[config.mk]
export PLATFORM = sky130hd
export DESIGN_NAME = hsk_io_transmitter
export DESIGN_NICKNAME = d
export VERILOG_FILES = /design/src/rtl/hsk_pkg.sv /design/src/rtl/hsk_fifo.sv /design/src/rtl/hsk_io_transmitter.sv
export SDC_FILE = /design/constraint.sdc
export NUM_CORES = 1
export LEC_CHECK = 0
export ABC_AREA = 1
export ABC_CLOCK_PERIOD_IN_PS = 2100
export CAP_MARGIN = 15
export CORE_ASPECT_RATIO = 1.4
export CORE_MARGIN = 4
export CORE_UTILIZATION = 55
export CTS_BUF_LIST = sky130_fd_sc_hd__clkbuf_2
export DETAILED_ROUTE_END_ITERATION = 6
export PLACE_DENSITY = 0.84
export SKIP_CTS_REPAIR_TIMING = 1
export SLEW_MARGIN = 10
export SYNTH_ARGS = -nofsm -noshare
export SYNTH_HDL_FRONTEND = slang
export SYNTH_HIERARCHICAL = 1
export SYNTH_SLANG_ARGS = --single-unit
[constraint.sdc]
create_clock -name clk -period 2.1 [get_ports clk]
set_clock_uncertainty 0.05 [all_clocks]
set_input_delay 0.21 -clock clk [delete_from_list [all_inputs] [get_ports clk]]
set_output_delay 0.21 -clock clk [all_outputs]
set_load 0.01 [all_outputs]
[src/rtl/hsk_pkg.sv]
// Shared definitions for the byte-port handshake transmitter and receiver:
// FSM state encoding and default geometry.
package hsk_pkg;

  localparam int HSK_DATA_W  = 8;
  localparam int HSK_DEPTH   = 4;
  localparam int HSK_TIMEOUT = 255;

  typedef enum logic [1:0] {
    IDLE = 2'd0,
    REQ  = 2'd1,
    REL  = 2'd2
  } hsk_state_t;

endpackage

[src/rtl/hsk_fifo.sv]
// Synchronous FIFO with registered full/empty/count; pushes are ignored when
// full and pops when empty, so the occupancy never wraps.
module hsk_fifo
  import hsk_pkg::*;
#(
  parameter int W     = HSK_DATA_W,
  parameter int DEPTH = HSK_DEPTH
) (
  input  logic                   clk,
  input  logic                   clr,
  input  logic                   push,
  input  logic                   pop,
  input  logic [W-1:0]           din,
  output logic [W-1:0]           dout,
  output logic                   full,
  output logic                   empty,
  output logic [$clog2(DEPTH):0] count
);

  localparam int AW = $clog2(DEPTH);
  localparam int CW = AW + 1;

  logic [W-1:0]  r_mem [DEPTH];
  logic [AW-1:0] r_wr_ptr;
  logic [AW-1:0] r_rd_ptr;
  logic [CW-1:0] r_count;
  logic          r_full;
  logic          r_empty;

  logic          w_push;
  logic          w_pop;
  logic [CW-1:0] w_count_nxt;

  assign w_push = push & ~r_full;
  assign w_pop  = pop & ~r_empty;

  always_comb begin
    w_count_nxt = r_count;
    if (w_push && !w_pop) begin
      w_count_nxt = r_count + 1'b1;
    end else if (!w_push && w_pop) begin
      w_count_nxt = r_count - 1'b1;
    end
  end

  // Storage carries no reset; the pointers alone define what is valid.
  always_ff @(posedge clk) begin
    if (w_push) begin
      r_mem[r_wr_ptr] <= din;
    end
  end

  always_ff @(posedge clk or posedge clr) begin
    if (clr) begin
      r_wr_ptr <= '0;
      r_rd_ptr <= '0;
      r_count  <= '0;
      r_full   <= 1'b0;
      r_empty  <= 1'b1;
    end else begin
      if (w_push) r_wr_ptr <= r_wr_ptr + 1'b1;
      if (w_pop)  r_rd_ptr <= r_rd_ptr + 1'b1;
      r_count <= w_count_nxt;
      r_full  <= (w_count_nxt == CW'(DEPTH));
      r_empty <= (w_count_nxt == '0);
    end
  end

  assign dout  = r_mem[r_rd_ptr];
  assign full  = r_full;
  assign empty = r_empty;
  assign count = r_count;

endmodule

[src/rtl/hsk_io_transmitter.sv]
// Buffers pushed bytes and offers them to the processor with a four-phase
// hsk_1/hsk_2 handshake. Define HSK_IRQ_EN for the data-pending interrupt.
module hsk_io_transmitter
  import hsk_pkg::*;
#(
  parameter int DATA_W  = HSK_DATA_W,
  parameter int DEPTH   = HSK_DEPTH,
  parameter int TIMEOUT = HSK_TIMEOUT
) (
  input  logic                   clk,
  input  logic                   clr,
  input  logic                   wr_en,
  input  logic [DATA_W-1:0]      wr_data,
  output logic                   full,
  output logic [$clog2(DEPTH):0] count,
  output logic [DATA_W-1:0]      out_data,
  output logic                   hsk_1,
  input  logic                   hsk_2,
  output logic                   external_interrupt,
  output logic                   timeout_err,
  output logic                   overrun,
  input  logic                   err_clr,
  output hsk_state_t             dbg_state
);

  // Handshake: hsk_1 high means out_data is valid and held; the processor
  // raises hsk_2 to take it, and must drop hsk_2 before the next byte.
  localparam int TW = $clog2(TIMEOUT + 1);

  hsk_state_t              r_state;
  hsk_state_t              w_state_nxt;
  logic [TW-1:0]           r_tmo;
  logic [TW-1:0]           w_tmo_nxt;
  logic                    r_hsk_1;
  logic [DATA_W-1:0]       r_out_data;
  logic                    r_timeout_err;
  logic                    r_overrun;

  logic [DATA_W-1:0]       w_head;
  logic                    w_full;
  logic                    w_empty;
  logic [$clog2(DEPTH):0]  w_count;
  logic                    w_pop;
  logic                    w_load;
  logic                    w_timeout;
  logic                    w_drop;

  hsk_fifo #(
    .W     (DATA_W),
    .DEPTH (DEPTH)
  ) u_fifo (
    .clk   (clk),
    .clr   (clr),
    .push  (wr_en),
    .pop   (w_pop),
    .din   (wr_data),
    .dout  (w_head),
    .full  (w_full),
    .empty (w_empty),
    .count (w_count)
  );

  assign w_drop = wr_en & w_full;

  always_comb begin
    w_state_nxt = r_state;
    w_tmo_nxt   = '0;
    w_pop       = 1'b0;
    w_load      = 1'b0;
    w_timeout   = 1'b0;
    case (r_state)
      IDLE: begin
        if (!w_empty) begin
          w_load      = 1'b1;
          w_state_nxt = REQ;
        end
      end
      REQ: begin
        if (hsk_2) begin
          w_pop       = 1'b1;
          w_state_nxt = REL;
        end else if (r_tmo == TW'(TIMEOUT - 1)) begin
          // Head stays in the FIFO so the same byte is offered again.
          w_timeout   = 1'b1;
          w_state_nxt = IDLE;
        end else begin
          w_tmo_nxt = r_tmo + 1'b1;
        end
      end
      REL: begin
        if (!hsk_2) w_state_nxt = IDLE;
      end
      default: w_state_nxt = IDLE;
    endcase
  end

  always_ff @(posedge clk or posedge clr) begin
    if (clr) begin
      r_state       <= IDLE;
      r_tmo         <= '0;
      r_hsk_1       <= 1'b0;
      r_out_data    <= '0;
      r_timeout_err <= 1'b0;
      r_overrun     <= 1'b0;
    end else begin
      r_state <= w_state_nxt;
      r_tmo   <= w_tmo_nxt;
      r_hsk_1 <= (w_state_nxt == REQ);
      if (w_load) r_out_data <= w_head;
      // Set beats clear when both happen in one cycle.
      if (w_timeout)    r_timeout_err <= 1'b1;
      else if (err_clr) r_timeout_err <= 1'b0;
      if (w_drop)       r_overrun <= 1'b1;
      else if (err_clr) r_overrun <= 1'b0;
    end
  end

`ifdef HSK_IRQ_EN
  logic r_irq;

  always_ff @(posedge clk or posedge clr) begin
    if (clr) begin
      r_irq <= 1'b0;
    end else begin
      r_irq <= ~w_empty;
    end
  end

  assign external_interrupt = r_irq;
`else
  assign external_interrupt = 1'b0;
`endif

  assign full        = w_full;
  assign count       = w_count;
  assign out_data    = r_out_data;
  assign hsk_1       = r_hsk_1;
  assign timeout_err = r_timeout_err;
  assign overrun     = r_overrun;
  assign dbg_state   = r_state;

endmodule

==> flow_summary.json <==
{
  "dieArea_mm2": 0.00619,
  "grt_max_degree": 22,
  "die_w_um": 67.7,
  "drt_iter0_markers": 128,
  "p_int_mw": 2.49,
  "fmaxAchievable_ghz": 0.557,
  "cp.required_ns": 1.84,
  "hold_violations": 0,
  "post-route-period-util": 0.855,
  "drive_gt1_frac": 0.141,
  "hold_start": "err_clr",
  "fin_hold_ws_ns": 0.270,
  "grt_usage": 0.184,
  "worst_slack_ns": 0.305,
  "vdd_ir_drop_max_mv": 0.524,
  "design_area_mm2": 0.00322,
  "start_util": 0.566,
  "synth_nets": 284,
  "ys_ff_latch": 62,
  "antenna_found_initial": 0,
  "switching_share": 0.387,
  "ios": 31,
  "synthAdderAreaFrac": 0.0365,
  "pwr-share-comb": 0.410,
  "wirelength_um": 5010,
  "grt_pass1_vias": 1865,
  "slew_violations": 0,
  "netlist_area_mm2": 0.00274,
  "antenna_cells": 0,
  "arrival_ns": 1.54,
  "seqPwrFrac": 0.455,
  "place_inst": 358,
  "pre_cts_slack_ns": 0.236,
  "period_minus_slack_ns": 1.80,
  "hp-class": "input port to register",
  "vias": 1956,
  "yosys_warnings": 6,
  "final_antenna_net_count": 0,
  "clk_path_buf_depth": 2,
  "end_kind": "output pin",
  "clock_latency_ns": 0.46,
  "synth_simple_gate_area_frac": 0.200,
  "finalPower_mw": 4.07,
  "cts-root-buf": "clkbuf_2",
  "fin_cells": 375,
  "die_height_um": 91.5,
  "regToRegSetupSlack_ns": 0.44,
  "design.core.area_mm2": 0.00484,
  "rsz0062_at_grt": "no",
  "crit_buf_inv": 1,
  "final_cell_mix": "44 x nand2_1, 33 x nor2_1, 32 x edfxtp_1",
  "power.switching_mw": 1.58,
  "startpoint": "u_fifo/count[2]$_DFF_PP0_",
  "grt_overflow": 0,
  "synth_compound_area_frac": 0.0621,
  "drc": 0,
  "cp.depth": 1,
  "synth_xor_area_frac": 0.0224,
  "power.density_mw_per_mm2": 1260,
  "ys_types": 24,
  "outcome": "complete, no violations",
  "path_delay_family": "buffers and inverters",
  "maxCapViolCount": 0,
  "rows": 30,
  "clk_pin_slew_ns": 0.16,
  "worst_r2r_endpoint": "u_fifo/full$_DFF_PP0_",
  "tritoncts": "done",
  "wire_per_inst_um": 13.4,
  "timing.rr.start": "dbg_state[1]$_DFF_PP0_",
  "finalSetupViolations": 0,
  "worst_path_max_delay_cell": "clkdlybuf4s50_1",
  "cts.sinks": 62,
  "dp_hpwl_um": 3650,
  "fillers": 385,
  "crit_fanout": 6,
  "cts_max_level": 3,
  "reg2reg_depth": 10,
  "crit_path_end": "count[2]",
  "startpoint_type": "register",
  "grt_first_pass_wirelength_um": 8360,
  "cts_buffers": 9,
  "synth_top_family_by_area": "simple AND/OR/NAND/NOR gates",
  "viasPerCell": 5.22,
  "place_congestion": 0.805,
  "dr.pass1.iters": 4,
  "synth_seq_area_share": 0.625,
  "muxShareOfSynthArea": 0,
  "p_leak_nw": 1.39,
  "finalNetCount": 327,
  "crit_type": "register to output pin",
  "p_clk_frac": 0.134,
  "cpPeakStageDelay_ns": 0.58,
  "syn_inst": 263,
  "fin_setup_tns_ns": 0,
  "port-buffer-count": 29,
  "final_util": 0.665,
  "syn_to_final_growth_pct": 17.6,
  "path_cells": "clkdlybuf4s50_1",
  "place_area_mm2": 0.00313,
  "mostFrequentLayoutCell": "nand2_1",
  "avgSynthCellArea_um2": 10.4
}
-- power by group through the flow --
stage / sequential (mW) / clock, mW / combinational, mW
2_1_floorplan: 1.90 / 0 / 1.01
3_3_place_gp: 1.87 / 0 / 1.64
3_5_place_dp: 1.89 / 0 / 1.69
4_1_cts: 1.86 / 0.568 / 1.69
5_1_grt: 1.90 / 0.616 / 1.88
6_report: 1.85 / 0.547 / 1.67
-- worst min path at each step --
stage                                end  depth (start not counted)  slack (ns)
2_1_floorplan  u_fifo/count[0]$_DFF_PP0_                          1       -0.01
3_3_place_gp     out_data[5]$_DFFE_PP0P_                          2        0.41
3_5_place_dp     out_data[6]$_DFFE_PP0P_                          2        0.42
4_1_cts        u_fifo/count[0]$_DFF_PP0_                          2       -0.06
5_1_grt              overrun$_DFFE_PP0P_                          2        0.25
6_report             overrun$_DFFE_PP0P_                          2        0.27
-- registers in the layout (all words and copies together), names as in the netlist --
| register | count |
|---|---|
| dbg_state | 2 |
| hsk_1 | 1 |
| out_data | 8 |
| overrun | 1 |
| r_tmo | 8 |
| timeout_err | 1 |
| u_fifo/count | 3 |
| u_fifo/empty | 1 |
| u_fifo/full | 1 |
| u_fifo/r_mem | 32 |
| u_fifo/r_rd_ptr | 2 |
| u_fifo/r_wr_ptr | 2 |
-- Yosys cell counts, drive strengths merged --
| cell type | instances | area [um^2] |
|---|---|---|
| a21oi | 4 | 20.0 |
| o21ai | 20 | 100 |
| nand3b | 1 | 7.51 |
| edfxtp | 32 | 961 |
| xnor2 | 2 | 17.5 |
| dfstp | 1 | 26.3 |
| nand2 | 53 | 231 |
| conb | 1 | 3.75 |
| ha | 8 | 100 |
| xor2 | 5 | 43.8 |
| inv | 31 | 116 |
| buf | 4 | 22.5 |
| nand3 | 21 | 105 |
| nor2 | 42 | 205 |
| o22ai | 8 | 50.1 |
| dfrtp | 29 | 726 |
| clkinv | 1 | 3.75 |
-- layer usage --
layer / routed length (um) / global-route usage / vias up / part of all wire
li1: - / - / 946 / -
met1: 2000 / 0.217 / 932 / 0.40
met2: 2550 / 0.287 / 61 / 0.51
met3: 291 / 0.0520 / 17 / 0.058
met4: 165 / 0.115 / 0 / 0.033
met5: 0 / 0 / - / 0
-- kinds of logic (layout without fill, tap and decap cells) --
logic type	count (synthesis)	after routing
xor+xnor	7	7
flops	62	62
other cells	1	1
buf+inv	36	84
fa+ha+maj	8	8
simple gates	117	117
compound gates	32	32
-- final cells by class --
| type | instances | area (um^2) | share of cell area |
|---|---|---|---|
| clock buffer | 10 | 50.0 | 0.0155 |
| sequential | 62 | 1710 | 0.532 |
| clock inverter | 6 | 28.8 | 0.00893 |
| timing repair buffer | 36 | 345 | 0.107 |
| inverter | 32 | 120 | 0.0373 |
| multi-input combinational | 165 | 885 | 0.275 |
| tap | 64 | 80.1 | 0.0249 |
Power figures use the tool's default switching activity.
